===== config.mk =====
export PLATFORM = sky130hd
export DESIGN_NAME = bp_be_dual_issue_scheduler
export DESIGN_NICKNAME = d
export VERILOG_FILES = /design/src/rtl/bp_be_dual_issue_scheduler.sv
export SDC_FILE = /design/constraint.sdc
export NUM_CORES = 1
export LEC_CHECK = 0
export ABC_CLOCK_PERIOD_IN_PS = 3500
export BUFFER_PORTS_ARGS = -buffer_cell sky130_fd_sc_hd__buf_2
export CORE_MARGIN = 4
export CORE_UTILIZATION = 30
export DETAILED_ROUTE_END_ITERATION = 6
export PLACE_DENSITY = 0.51
export SLEW_MARGIN = 20
export SYNTH_ARGS = -nofsm -noshare
export SYNTH_HDL_FRONTEND = slang
export SYNTH_SLANG_ARGS = --single-unit

===== constraint.sdc =====
create_clock -name clk_i -period 3.5 [get_ports clk_i]
set_input_delay 0.525 -clock clk_i [delete_from_list [all_inputs] [get_ports clk_i]]
set_output_delay 0.525 -clock clk_i [all_outputs]
set_load 0.01 [all_outputs]

===== src/rtl/bp_be_dual_issue_scheduler.sv =====
// In-order dual-issue scheduler: buffers one decoded pair in two slots (A older,
// B younger), presents their operands to a dual-port scoreboard, and issues
// 0, 1 or 2 instructions per cycle based on hazards and pairing rules.
module bp_be_dual_issue_scheduler #(
    parameter int num_rs_p         = 2,
    parameter int reg_addr_width_p = 5,
    parameter int cnt_width_p      = 32
) (
    input  logic                                    clk_i,
    input  logic                                    reset_i,
    input  logic                                    flush_i,
    input  logic                                    pair_v_i,
    output logic                                    pair_ready_o,
    input  logic [1:0]                              instr_v_i,
    input  logic [2*num_rs_p*reg_addr_width_p-1:0]  rs_i,
    input  logic [2*num_rs_p-1:0]                   rs_used_i,
    input  logic [2*reg_addr_width_p-1:0]           rd_i,
    input  logic [1:0]                              rd_w_v_i,
    input  logic [1:0]                              is_mem_i,
    input  logic [1:0]                              is_ctrl_i,
    input  logic [1:0]                              exe_ready_i,
    output logic [num_rs_p*reg_addr_width_p-1:0]    sb_rs_o1,
    output logic [num_rs_p*reg_addr_width_p-1:0]    sb_rs_o2,
    output logic [reg_addr_width_p-1:0]             sb_rd_o1,
    output logic [reg_addr_width_p-1:0]             sb_rd_o2,
    input  logic [num_rs_p-1:0]                     sb_rs_match_i1,
    input  logic [num_rs_p-1:0]                     sb_rs_match_i2,
    input  logic                                    sb_rd_match_i1,
    input  logic                                    sb_rd_match_i2,
    output logic [1:0]                              score_v_o,
    output logic [2*reg_addr_width_p-1:0]           score_rd_o,
    output logic [1:0]                              issue_v_o,
    output logic [1:0]                              issue_slot_idx_o,
    output logic [cnt_width_p-1:0]                  dual_cnt_o,
    output logic [cnt_width_p-1:0]                  single_cnt_o,
    output logic [cnt_width_p-1:0]                  stall_cnt_o
);

    localparam int W    = reg_addr_width_p;
    localparam int RS_W = num_rs_p * reg_addr_width_p;

    // idx remembers which half of the incoming pair the instruction came from
    typedef struct packed {
        logic [RS_W-1:0]     rs;
        logic [num_rs_p-1:0] rs_used;
        logic [W-1:0]        rd;
        logic                rd_w_v;
        logic                is_mem;
        logic                is_ctrl;
        logic                idx;
    } slot_t;

    typedef enum logic [1:0] {
        EMPTY = 2'd0,
        ONE   = 2'd1,
        TWO   = 2'd2
    } count_e;

    count_e                       count_r;
    slot_t                        slot_a_reg;
    slot_t                        slot_b_reg;
    logic [cnt_width_p-1:0]       dual_cnt_reg;
    logic [cnt_width_p-1:0]       single_cnt_reg;
    logic [cnt_width_p-1:0]       stall_cnt_reg;

    slot_t                        in_slot  [2];
    slot_t                        cur_slot [2];
    logic [1:0]                   slot_v;
    logic [1:0][num_rs_p-1:0]     rs_match;
    logic [1:0]                   rd_match;
    logic [1:0][num_rs_p-1:0]     raw_bits;
    logic [1:0]                   waw;
    logic [1:0]                   hazard;
    logic [1:0]                   rd_nz;
    logic [1:0][W-1:0]            sb_rd_arr;
    logic [1:0][RS_W-1:0]         sb_rs_arr;
    logic                         issue_a;
    logic                         issue_b;
    logic                         drain_all;
    logic                         accept;

    assign cur_slot[0] = slot_a_reg;
    assign cur_slot[1] = slot_b_reg;
    assign slot_v      = {count_r == TWO, count_r != EMPTY};
    assign rs_match[0] = sb_rs_match_i1;
    assign rs_match[1] = sb_rs_match_i2;
    assign rd_match    = {sb_rd_match_i2, sb_rd_match_i1};

    generate
        for (genvar gi = 0; gi < 2; gi++) begin : g_slot
            assign in_slot[gi] = '{
                rs:      rs_i[gi*RS_W +: RS_W],
                rs_used: rs_used_i[gi*num_rs_p +: num_rs_p],
                rd:      rd_i[gi*W +: W],
                rd_w_v:  rd_w_v_i[gi],
                is_mem:  is_mem_i[gi],
                is_ctrl: is_ctrl_i[gi],
                idx:     1'(gi)
            };

            // x0 sources never read a pending value
            for (genvar gj = 0; gj < num_rs_p; gj++) begin : g_src
                assign raw_bits[gi][gj] = slot_v[gi]
                                        & cur_slot[gi].rs_used[gj]
                                        & (cur_slot[gi].rs[gj*W +: W] != '0)
                                        & rs_match[gi][gj];
            end

            assign rd_nz[gi]  = cur_slot[gi].rd_w_v & (cur_slot[gi].rd != '0);
            assign waw[gi]    = rd_nz[gi] & rd_match[gi];
            assign hazard[gi] = (|raw_bits[gi]) | waw[gi];

            assign sb_rd_arr[gi] = (slot_v[gi] & rd_nz[gi]) ? cur_slot[gi].rd : '0;
            assign sb_rs_arr[gi] = slot_v[gi] ? cur_slot[gi].rs : '0;

            assign score_v_o[gi]           = issue_v_o[gi] & rd_nz[gi];
            assign score_rd_o[gi*W +: W]   = cur_slot[gi].rd;
            assign issue_slot_idx_o[gi]    = issue_v_o[gi] & cur_slot[gi].idx;
        end
    endgenerate

    assign sb_rs_o1 = sb_rs_arr[0];
    assign sb_rs_o2 = sb_rs_arr[1];
    assign sb_rd_o1 = sb_rd_arr[0];
    assign sb_rd_o2 = sb_rd_arr[1];

    // B pairs with A only when A issues, they do not share the memory port,
    // and A is not a control-flow instruction.
    assign issue_a = slot_v[0] & ~hazard[0] & exe_ready_i[0];
    assign issue_b = issue_a & slot_v[1] & ~hazard[1] & exe_ready_i[1]
                   & ~(slot_a_reg.is_mem & slot_b_reg.is_mem)
                   & ~slot_a_reg.is_ctrl;
    assign issue_v_o = {issue_b, issue_a};

    assign drain_all    = ((count_r == ONE) & issue_a) | ((count_r == TWO) & issue_b);
    assign pair_ready_o = ~flush_i & ((count_r == EMPTY) | drain_all);
    assign accept       = pair_v_i & pair_ready_o;

    assign dual_cnt_o   = dual_cnt_reg;
    assign single_cnt_o = single_cnt_reg;
    assign stall_cnt_o  = stall_cnt_reg;

    // Occupancy FSM, slot loading/shifting, and saturating issue statistics
    always_ff @(posedge clk_i) begin
        if (reset_i) begin
            count_r        <= EMPTY;
            slot_a_reg     <= '0;
            slot_b_reg     <= '0;
            dual_cnt_reg   <= '0;
            single_cnt_reg <= '0;
            stall_cnt_reg  <= '0;
        end else begin
            if (count_r != EMPTY) begin
                if (issue_b) begin
                    if (dual_cnt_reg != '1)
                        dual_cnt_reg <= dual_cnt_reg + cnt_width_p'(1);
                end else if (issue_a) begin
                    if (single_cnt_reg != '1)
                        single_cnt_reg <= single_cnt_reg + cnt_width_p'(1);
                end else begin
                    if (stall_cnt_reg != '1)
                        stall_cnt_reg <= stall_cnt_reg + cnt_width_p'(1);
                end
            end

            if (flush_i) begin
                count_r <= EMPTY;
            end else if (accept) begin
                // a new pair replaces whatever just drained
                case (instr_v_i)
                    2'b11: begin
                        count_r    <= TWO;
                        slot_a_reg <= in_slot[0];
                        slot_b_reg <= in_slot[1];
                    end
                    2'b01: begin
                        count_r    <= ONE;
                        slot_a_reg <= in_slot[0];
                    end
                    2'b10: begin
                        count_r    <= ONE;
                        slot_a_reg <= in_slot[1];
                    end
                    default: count_r <= EMPTY;
                endcase
            end else if (count_r == TWO) begin
                if (issue_b) begin
                    count_r <= EMPTY;
                end else if (issue_a) begin
                    count_r    <= ONE;
                    slot_a_reg <= slot_b_reg;
                end
            end else if (count_r == ONE) begin
                if (issue_a)
                    count_r <= EMPTY;
            end
        end
    end

endmodule


* After elaboration in Yosys (flattened, before gate mapping)
Index checks and enable logic that the tools add are counted.
** Word-level totals
- Register bits :: 140
- Output and inout bits :: 143
- Logic and storage cells :: 116
** Operators by class
- Mux-type cells :: 16
- Reduce and logical (&&, ||, !) cells :: 24
- Equal/unequal tests :: 10
- Bitwise operators :: 45
- $add $sub $neg :: 3
** Operators by type and width (number)
- adder 32 x 1 -> 32 bit (second input constant) :: 3
- != test 32 bit (second input constant) :: 3
- two-way mux 21 bit :: 4
- case mux 21 bit (2 select lines) :: 1
- bitwise AND 1 bit :: 34
- nonzero test 5 bit :: 6
- two-way mux 10 bit :: 2
- two-way mux 2 bit :: 6
- two-way mux 5 bit :: 2
- OR reduction 2 bit :: 5
- AND reduction 3 bit :: 3
- nonzero test 3 bit :: 3
- AND reduction 4 bit :: 2
- NOT 1 bit :: 7
- equality test 2 bit (second input constant) :: 3
- nonzero test 2 bit :: 3
- AND reduction 5 bit :: 1
- equality test 2 x 1 -> 1 bit (second input constant) :: 2
- OR 1 bit :: 4
- case mux 2 bit (2 select lines) :: 1
- != test 3 x 2 -> 1 bit (second input constant) :: 1
- zero test 2 bit :: 1
- != test 2 x 1 -> 1 bit (second input constant) :: 1

* Depth between registers and ports, before layout
Gate-level depths: netlist of run 1.
- Word-level depth :: 21
- Depth in mapped cells :: 10

* Least setup slack after synthesis of run 1
Ideal clock, no wire load.
- Path kind :: register to register
- Start point :: reg slot_b_reg (netlist bit score_rd_o[5])
- End point :: reg dual_cnt_reg[31], in the netlist dual_cnt_o[31]
- Arrival :: 2.472 ns
- Cell stages (with the launch flop) :: 9
- Path slack :: 0.905 ns
- Buffers on the path :: 1
- Library setup time :: 0.123 ns
- Cell sequence :: dfxtp_1 > or4_4 > o211ai_2 > nand4_2 > or4_1 > clkbuf_1 > nor3_2 > nand4_1 > mux2_1
** Between the ends
- Word-level cells in the longest chain between the ends :: 10
** RTL lines
- from (decl) :: RTL line 61 : slot_t slot_b_reg;
- from (signal assigned) :: RTL line 174 : slot_b_reg <= in_slot[1];
- nonzero test 5 bit :: RTL line 109 : assign rd_nz[gi] = cur_slot[gi].rd_w_v & (cur_slot[gi].rd != '0);
- bitwise AND 1 bit :: RTL line 109
- bitwise AND 1 bit :: RTL line 110 : assign waw[gi] = rd_nz[gi] & rd_match[gi];
- OR 1 bit :: RTL line 111 : assign hazard[gi] = (|raw_bits[gi]) | waw[gi];
- NOT 1 bit :: RTL line 130 : assign issue_b = issue_a & slot_v[1] & ~hazard[1] & exe_ready_i[1]
- bitwise AND 1 bit (2 in a row) :: RTL line 130
- bitwise AND 1 bit :: RTL line 131 : & ~(slot_a_reg.is_mem & slot_b_reg.is_mem)
- bitwise AND 1 bit :: RTL line 132 : & ~slot_a_reg.is_ctrl;
- AND reduction 3 bit (no line)
- to (signal assigned) :: RTL line 156 : dual_cnt_reg <= dual_cnt_reg + cnt_width_p'(1);
- to (decl) :: RTL line 62 : logic [cnt_width_p-1:0] dual_cnt_reg;
No other way between the ends.
A chain may end at the register's enable or synchronous reset.

* Worst setup path in the final report of run 1
- Start point :: reg slot_a_reg (netlist bit cur_slot[33])
- End point :: out pair_ready_o
** Between the ends
- Word-level cells in the longest chain between the ends :: 17
** RTL lines
- from (decl) :: RTL line 60 : slot_t slot_a_reg;
- from (signal assigned) :: RTL line 173 : slot_a_reg <= in_slot[0];
- from (signal assigned) :: RTL line 178 : slot_a_reg <= in_slot[0];
- from (signal assigned) :: RTL line 182 : slot_a_reg <= in_slot[1];
- nonzero test 5 bit * :: RTL line 105 : & (cur_slot[gi].rs[gj*W +: W] != '0)
- bitwise AND 1 bit * :: RTL line 105
- bitwise AND 1 bit * :: RTL line 106 : & rs_match[gi][gj];
- OR reduction 2 bit * :: RTL line 111
- OR 1 bit * :: RTL line 111
- NOT 1 bit * :: RTL line 129 : assign issue_a = slot_v[0] & ~hazard[0] & exe_ready_i[0];
- bitwise AND 1 bit * (2 in a row) :: RTL line 129
- bitwise AND 1 bit (3 in a row) :: RTL line 130
- bitwise AND 1 bit :: RTL line 131
- bitwise AND 1 bit :: RTL line 132
- bitwise AND 1 bit :: RTL line 135 : assign drain_all = ((count_r == ONE) & issue_a) | ((count_r == TWO) & issue_b);
- OR 1 bit * :: RTL line 135
- OR 1 bit * :: RTL line 136 : assign pair_ready_o = ~flush_i & ((count_r == EMPTY) | drain_all);
- bitwise AND 1 bit * :: RTL line 136
- to (decl) :: RTL line 13 : output logic pair_ready_o,
Every way passes the cells marked *; elsewhere a longest branch is shown, timed or not.

==> results of run 1 <==
-- sequential cells by signal, summed over array words and instances, names as in the netlist --
name          count
count_r           2
cur_slot         32
dual_cnt_o       32
score_rd_o       10
single_cnt_o     32
stall_cnt_o      32
-- synthesized netlist by cell type (17+ instances only) --
cell type	count	area, sq um
dfxtp_1	140	2803
nor2_1	104	390.4
o21ai_0	60	300.3
nand2_1	50	187.7
xnor2_1	48	420.4
clkbuf_1	45	168.9
mux2i_1	40	400.4
nand3_1	33	165.2
and3_1	32	200.2
a21oi_1	31	155.2
nor3_1	31	155.2
nand4_1	26	162.7
and2_1	24	150.1
o2bb2ai_1	20	175.2
or4_1	18	135.1
or3_1	17	106.4
-- kinds of logic after synthesis --
family                     Yosys count  share of synthesized area (%)
adders and majority gates            7                          1.227
xor gates and xnor gates            64                          7.850
AOI/OAI and AO/OA                  148                          12.95
and+or+nand+nor                    382                          28.21
buffers and inverters               75                          4.749
DFF                                140                          39.25
muxes                               41                          5.765
-- per-layer routing --
metal / vias to the layer above / track usage, %
met5: - / 0
met4: 0 / 4.152
met3: 18 / 5.151
met2: 180 / 25.33
met1: 3159 / 22.99
li1: 3397 / -
-- power breakdown --
| part | total (mW) | switching [mW] | internal, mW |
|---|---|---|---|
| Combinational | 0.197 | 0.123 | 0.0742 |
| Clock | 1.93 | 0.738 | 1.20 |
| Sequential | 1.62 | 0.0138 | 1.61 |
| Total | 3.75 | 0.875 | 2.88 |
-- cell usage in the layout (no fill, tap or decap), types with 3 or more instances in the layout --
cell type	instances
and4_1	7
a21oi_1	31
o21a_1	4
nand4_1	26
nor4_1	10
buf_4	22
clkinvlp_4	3
nor2_1	104
nor3_1	31
and2_1	24
o2bb2ai_1	20
o21ai_0	60
o211ai_1	3
o31ai_1	12
dfxtp_1	140
mux2i_1	40
clkbuf_16	17
o211ai_2	3
nand2_1	50
nand3_1	33
ha_1	7
xor2_1	16
and3_1	32
buf_2	195
bufinv_16	4
or3_1	17
nor4b_1	3
nor3b_1	8
or2_2	6
nor3_2	3
xnor2_1	48
clkinv_4	3
inv_1	13
or4_1	18
-- through the flow --
stage | instance area, sq um | worst slack [ps]
2_1_floorplan | 7141 | 904.5
3_3_place_gp | 8416 | 421.0
3_5_place_dp | 8416 | 385.3
4_1_cts | 9036 | 332.2
5_1_grt | 9036 | 115.4
6_report | 9036 | 339.8
-- area by class of cell --
cell class,count,share of cell area (%)
clock buffers,18,4.749
repair buffers,217,12.63
flip-flops and latches,140,31.02
well taps,319,4.417
clock inverters,13,2.119
inverters,13,0.5400
multi-input cells,642,44.53
-- worst max-delay path, cell delays in order (launching register included) --
cell	delay, ps
dfxtp_1	320
or4_1	550
o211ai_1	220
and3_1	370
nand3_1	300
inv_1	170
nor2_1	60
nor2_1	90
buf_2	160
-- worst max path at each step --
stage	from	endpoint
global placement	cur_slot[16]$_SDFFE_PP0P_	dual_cnt_o[22]$_SDFFE_PP0P_
floorplan	score_rd_o[5]$_SDFFE_PP0P_	dual_cnt_o[31]$_SDFFE_PP0P_
detailed placement	cur_slot[33]$_SDFFE_PP0P_	cur_slot[41]$_SDFFE_PP0P_
finish	cur_slot[33]$_SDFFE_PP0P_	pair_ready_o
CTS	cur_slot[33]$_SDFFE_PP0P_	pair_ready_o
global route	cur_slot[33]$_SDFFE_PP0P_	cur_slot[41]$_SDFFE_PP0P_
==> flow_summary.yaml, run 1 <==
clocking:
  h-tree-depth: 4
  clock_sinks: 140
  tritoncts: "done"
  cts.clk_slew.worst_paths_ps: 70
  cts_made_buffers: 17
  cts.path.max_buffers: 2
  worst_skew_pair.late_latency_ps: 410
  post_cts_buffers: 0
  cts_resized: 0
  cts_root_buffer: "clkbuf_16"
  hold_buffers: 0
die:
  start_util_pct: 30.42
  dieArea_sq_um: 26330
  die-width_microns: 162.3
  placementRows: 56
  ios: 197
  core_sq_um: 23470
  die_h_microns: 162.3
yosys:
  yosys.cell_types.count: 52
  ys_warn_count: 0
  async_flop_share_pct: 0
  yosys_register_bits: 140
  avgSynthCellArea_sq_um: 8.332
  synth_area_sq_um: 7141
  syn_nets: 918
  synth_ff_type: "dfxtp_1"
  synth-edff-count: 0
  synthCells: 857
  seq_area_frac_synth_pct: 39.25
setup_path:
  crit_type: "flip-flop to output port"
  required_ps: 2970
  r2r_cells: 7
  ff2ff_setup_slack_ps: 350
  r2r_start: "cur_slot[33]$_SDFFE_PP0P_"
  endpoint_kind: "output port"
  critical_path.max_fanout: 6
  critPathLaunchType: "flip-flop"
  r2r_end: "score_rd_o[3]$_SDFFE_PP0P_"
  crit_arrival_ps: 2640
flow_run:
  cap_violations: 0
route:
  wl_per_cell_microns: 16.49
  drc: 0
  met1_length_microns: 10670
  dr.pass1.iters: 5
  postRouteAntennaNets: 0
  routed_via_density: 4.959
  vias: 6754
  wl_met3_microns: 1563
  routed_wl_microns: 22450
  dr_wl_met2_microns: 9995
  drtIter0Drc: 396
  top_layer: "met4"
worst_hold_path:
  hold_start: "flush_i"
  hold_depth: 2
  min_to: "count_r[0]$_SDFFE_PP0P_"
  min_path_type: "input pin to flip-flop"
cells_and_area:
  diodes: 0
  multiInputGateArea_sq_um: 4024
  finalNonFillerCells: 1362
  regArea_sq_um: 2803
  fillCellCount: 2459
  final_nets: 1092
  area_growth_pct: 26.55
  drive_above_1_share_pct: 25.60
  post-route-util_pct: 38.50
sta:
  rsz0062_at_grt: "no"
  slew_headroom_pct: 38.35
  finalSetupTns_ps: 0
  tightestPinTransition_ps: 923.2
  finalClockSkew_ps: 11.88
  slew_viol_final: 0
  finalSetupViolCount: 0
  holdWs_ps: 343.4
  min_period_ps: 3160
  post-route-period-util_pct: 90.29
  final_hold_viol_count: 0
  max_freq_mhz: 316.4
placement:
  gp_congestion: 0.7738
  place_inst: 1331
  io_buffers: 196
  hpwl_microns: 16310
run_status:
  status: "complete, no violations"
grt:
  grt_antenna_before_repair: 0
  gr-usage-all-layers_pct: 16.63
  grt_pass1_wl_microns: 35640
  overflow: 0
  grt_pass1_vias: 6416
  grt_max_degree: 66
power_and_ir_drop:
  power_mw: 3.754
  peakVddDrop_mv: 0.2918
  power.density_nw_per_um2: 415.4
  p_leak_nw: 3.787
(Power assumes the default switching activity.)
==> inputs of run 2 (changes only) <==
ABC_AREA = 1   (was unset)
CORE_MARGIN = unset   (was 4)
PLACE_DENSITY = 0.5   (was 0.51)
==> flow_summary.yaml, run 2 <==
sta:
  max_freq_mhz: 347.0
  setup_ws_ps: 618.3
  rsz0062_at_grt: "no"
  slew_headroom_pct: 40.50
  slew_viol_final: 0
  finalSetupTns_ps: 0
  finalClockSkew_ps: 11.77
  tightestPinTransition_ps: 884.3
  post-route-period-util_pct: 82.33
  finalSetupViolCount: 0
  min_period_ps: 2882
  holdWs_ps: 372.0
  final_hold_viol_count: 0
clocking:
  cts.clk_slew.worst_paths_ps: 60
  hold_buffers: 0
  cts_resized: 0
  cts.path.max_buffers: 2
  tritoncts: "done"
  clock_sinks: 140
  cts_made_buffers: 17
  cts_root_buffer: "clkbuf_16"
  post_cts_buffers: 0
  h-tree-depth: 4
  worst_skew_pair.late_latency_ps: 420
yosys:
  yosysTopAreaCellShare_pct: 34.22
  synthCells: 1277
  netlist_top_cells_count: "nand2_1, nor2_1, dfxtp_1"
  seq_area_frac_synth_pct: 34.22
  avgSynthCellArea_sq_um: 6.413
  async_flop_share_pct: 0
  synth_adder_area_share_pct: 1.070
  yosys_register_bits: 140
  synth_mux_area_share_pct: 2.445
  synth_area_sq_um: 8189
  synth_largest_area_cell: "dfxtp_1"
  ys_warn_count: 0
  synth-edff-count: 0
  synth_area_leaders: "dfxtp_1, nand2_1, nor2_1, a21oi_1, inv_1"
  synth-compound-area-share_pct: 10.31
  yosys.cell_types.count: 33
  synthSimpleGateAreaFrac_pct: 35.71
  synth_ff_type: "dfxtp_1"
  synth_top_family_by_area: "simple AND/OR/NAND/NOR gates"
  syn_nets: 1338
  synth_xor_area_share_pct: 6.845
  synth.most_common_cell: "nand2_1"
setup_path:
  critPathLaunchType: "flip-flop"
  path_cells: "inv_1 > nand2_1 > buf_4 > nor2_1 > nand3_1 > nor2_1 > nand2_1 > nand2_1 > nand3_2 > buf_4 > inv_2 > nand2_2 > inv_1 > nor2_1 > nor2_1"
  path_common_cell: "nor2_1"
  max_stage_delay_ps: 480
  critical_path.max_fanout: 44
  crit_arrival_ps: 3200
  cp_top_family: "simple AND/OR/NAND/NOR gates"
  required_ps: 3810
  crit_type: "flip-flop to flip-flop"
  cpMaxStageDelayCell: "nand2_2"
  endpoint_kind: "flip-flop"
  worstPathBufferInverterCount: 5
grt:
  grt_max_degree: 75
  overflow: 0
  grt_antenna_before_repair: 1
  grt_pass1_wl_microns: 43440
  grt_pass1_vias: 8019
  gr-usage-all-layers_pct: 19.41
placement:
  io_buffers: 196
  pre_cts_ws_ps: 585.2
  hpwl_microns: 20220
  gp_congestion: 0.9098
route:
  met1_length_microns: 12920
  routed_via_density: 4.806
  top_layer: "met5"
  postRouteAntennaNets: 0
  wl_per_cell_microns: 15.13
  drc: 0
  wl_met3_microns: 1202
  vias: 8642
  routed_wl_microns: 27210
  dr_wl_met2_microns: 12690
  drtIter0Drc: 669
  dr.pass1.iters: 5
power_and_ir_drop:
  p_leak_nw: 4.253
  power.density_nw_per_um2: 384.5
  power_mw: 3.841
  peakVddDrop_mv: 0.2470
die:
  core_sq_um: 26880
  die-width_microns: 167.2
  start_util_pct: 30.47
  placementRows: 60
  dieArea_sq_um: 27960
  ios: 197
  die_h_microns: 167.2
cells_and_area:
  post-route-util_pct: 37.17
  layout_common_cells: "nand2_1, buf_2, nor2_1"
  area_growth_pct: 22.00
  diodes: 0
  final_nets: 1506
  final_common_cell: "nand2_1"
  multiInputGateArea_sq_um: 4617
  fillCellCount: 3009
  drive_above_1_share_pct: 17.50
  regArea_sq_um: 2803
flow_run:
  cap_violations: 0
worst_hold_path:
  min_path_type: "input pin to flip-flop"
run_status:
  status: "complete, no violations"
-- run 2: changes by cell type after synthesis, sizes merged, moves of 19 or more --
cell and delta:
or4 -19, and3 -30, nor3 +29, inv +107, xor2 +30, nor2 +87
nand2 +320, o2bb2ai -20, a21oi +72, xnor2 -30, mux2i -20, clkbuf -19
and2 -25
-- run 2: routing by layer --
layer	vias up	track usage [%]
met4	2	4.428
met2	224	31.89
met1	3976	26.20
met3	27	3.711
met5	-	0
li1	4413	-
-- run 2: stage by stage --
step,instances,cell area (sq um)
floorplan,1277,8189
global placement,1767,9368
detailed placement,1767,9368
CTS,1798,9991
global route,1798,9991
finish,1798,9991
-- run 2: worst paths after layout --
kind,slack (ps),startpoint,cells past startpoint,end
min,370,is_mem_i[1],3,cur_slot[2]$_SDFFE_PP0P_
min reg2reg,470,cur_slot[0]$_SDFFE_PP0P_,2,cur_slot[0]$_SDFFE_PP0P_
max reg2reg,620,count_r[0]$_SDFFE_PP0P_,15,cur_slot[2]$_SDFFE_PP0P_
max,620,count_r[0]$_SDFFE_PP0P_,15,cur_slot[2]$_SDFFE_PP0P_
-- run 2: worst register-to-register path, delay by kind of cell, from the launching register on --
family / cells / cell delay [ps]
and+or+nand+nor: 10 / 1350
buffers and inverters: 5 / 1020
DFF: 1 / 420
-- run 2: cells by family (layout without fill, tap and decap cells) --
group                      after synthesis  count (layout)
and+or+nand+nor                        701             701
buffers and inverters                  179             359
AOI/OAI and AO/OA                      166             166
DFF                                    140             140
xor gates and xnor gates                64              64
muxes                                   20              20
adders and majority gates                7               7
-- run 2: final cells by class --
class / instances / area share (%)
multi-input cells: 958 / 46.21
flip-flops and latches: 140 / 28.05
repair buffers: 208 / 10.72
clock buffers: 20 / 4.571
inverters: 120 / 4.508
well taps: 341 / 4.271
clock inverters: 11 / 1.666
-- run 2: report_power, final --
group | internal (mW) | switching (mW) | total [mW]
combinational | 0.0851 | 0.164 | 0.250
clock | 1.23 | 0.731 | 1.96
sequential | 1.62 | 0.0171 | 1.63
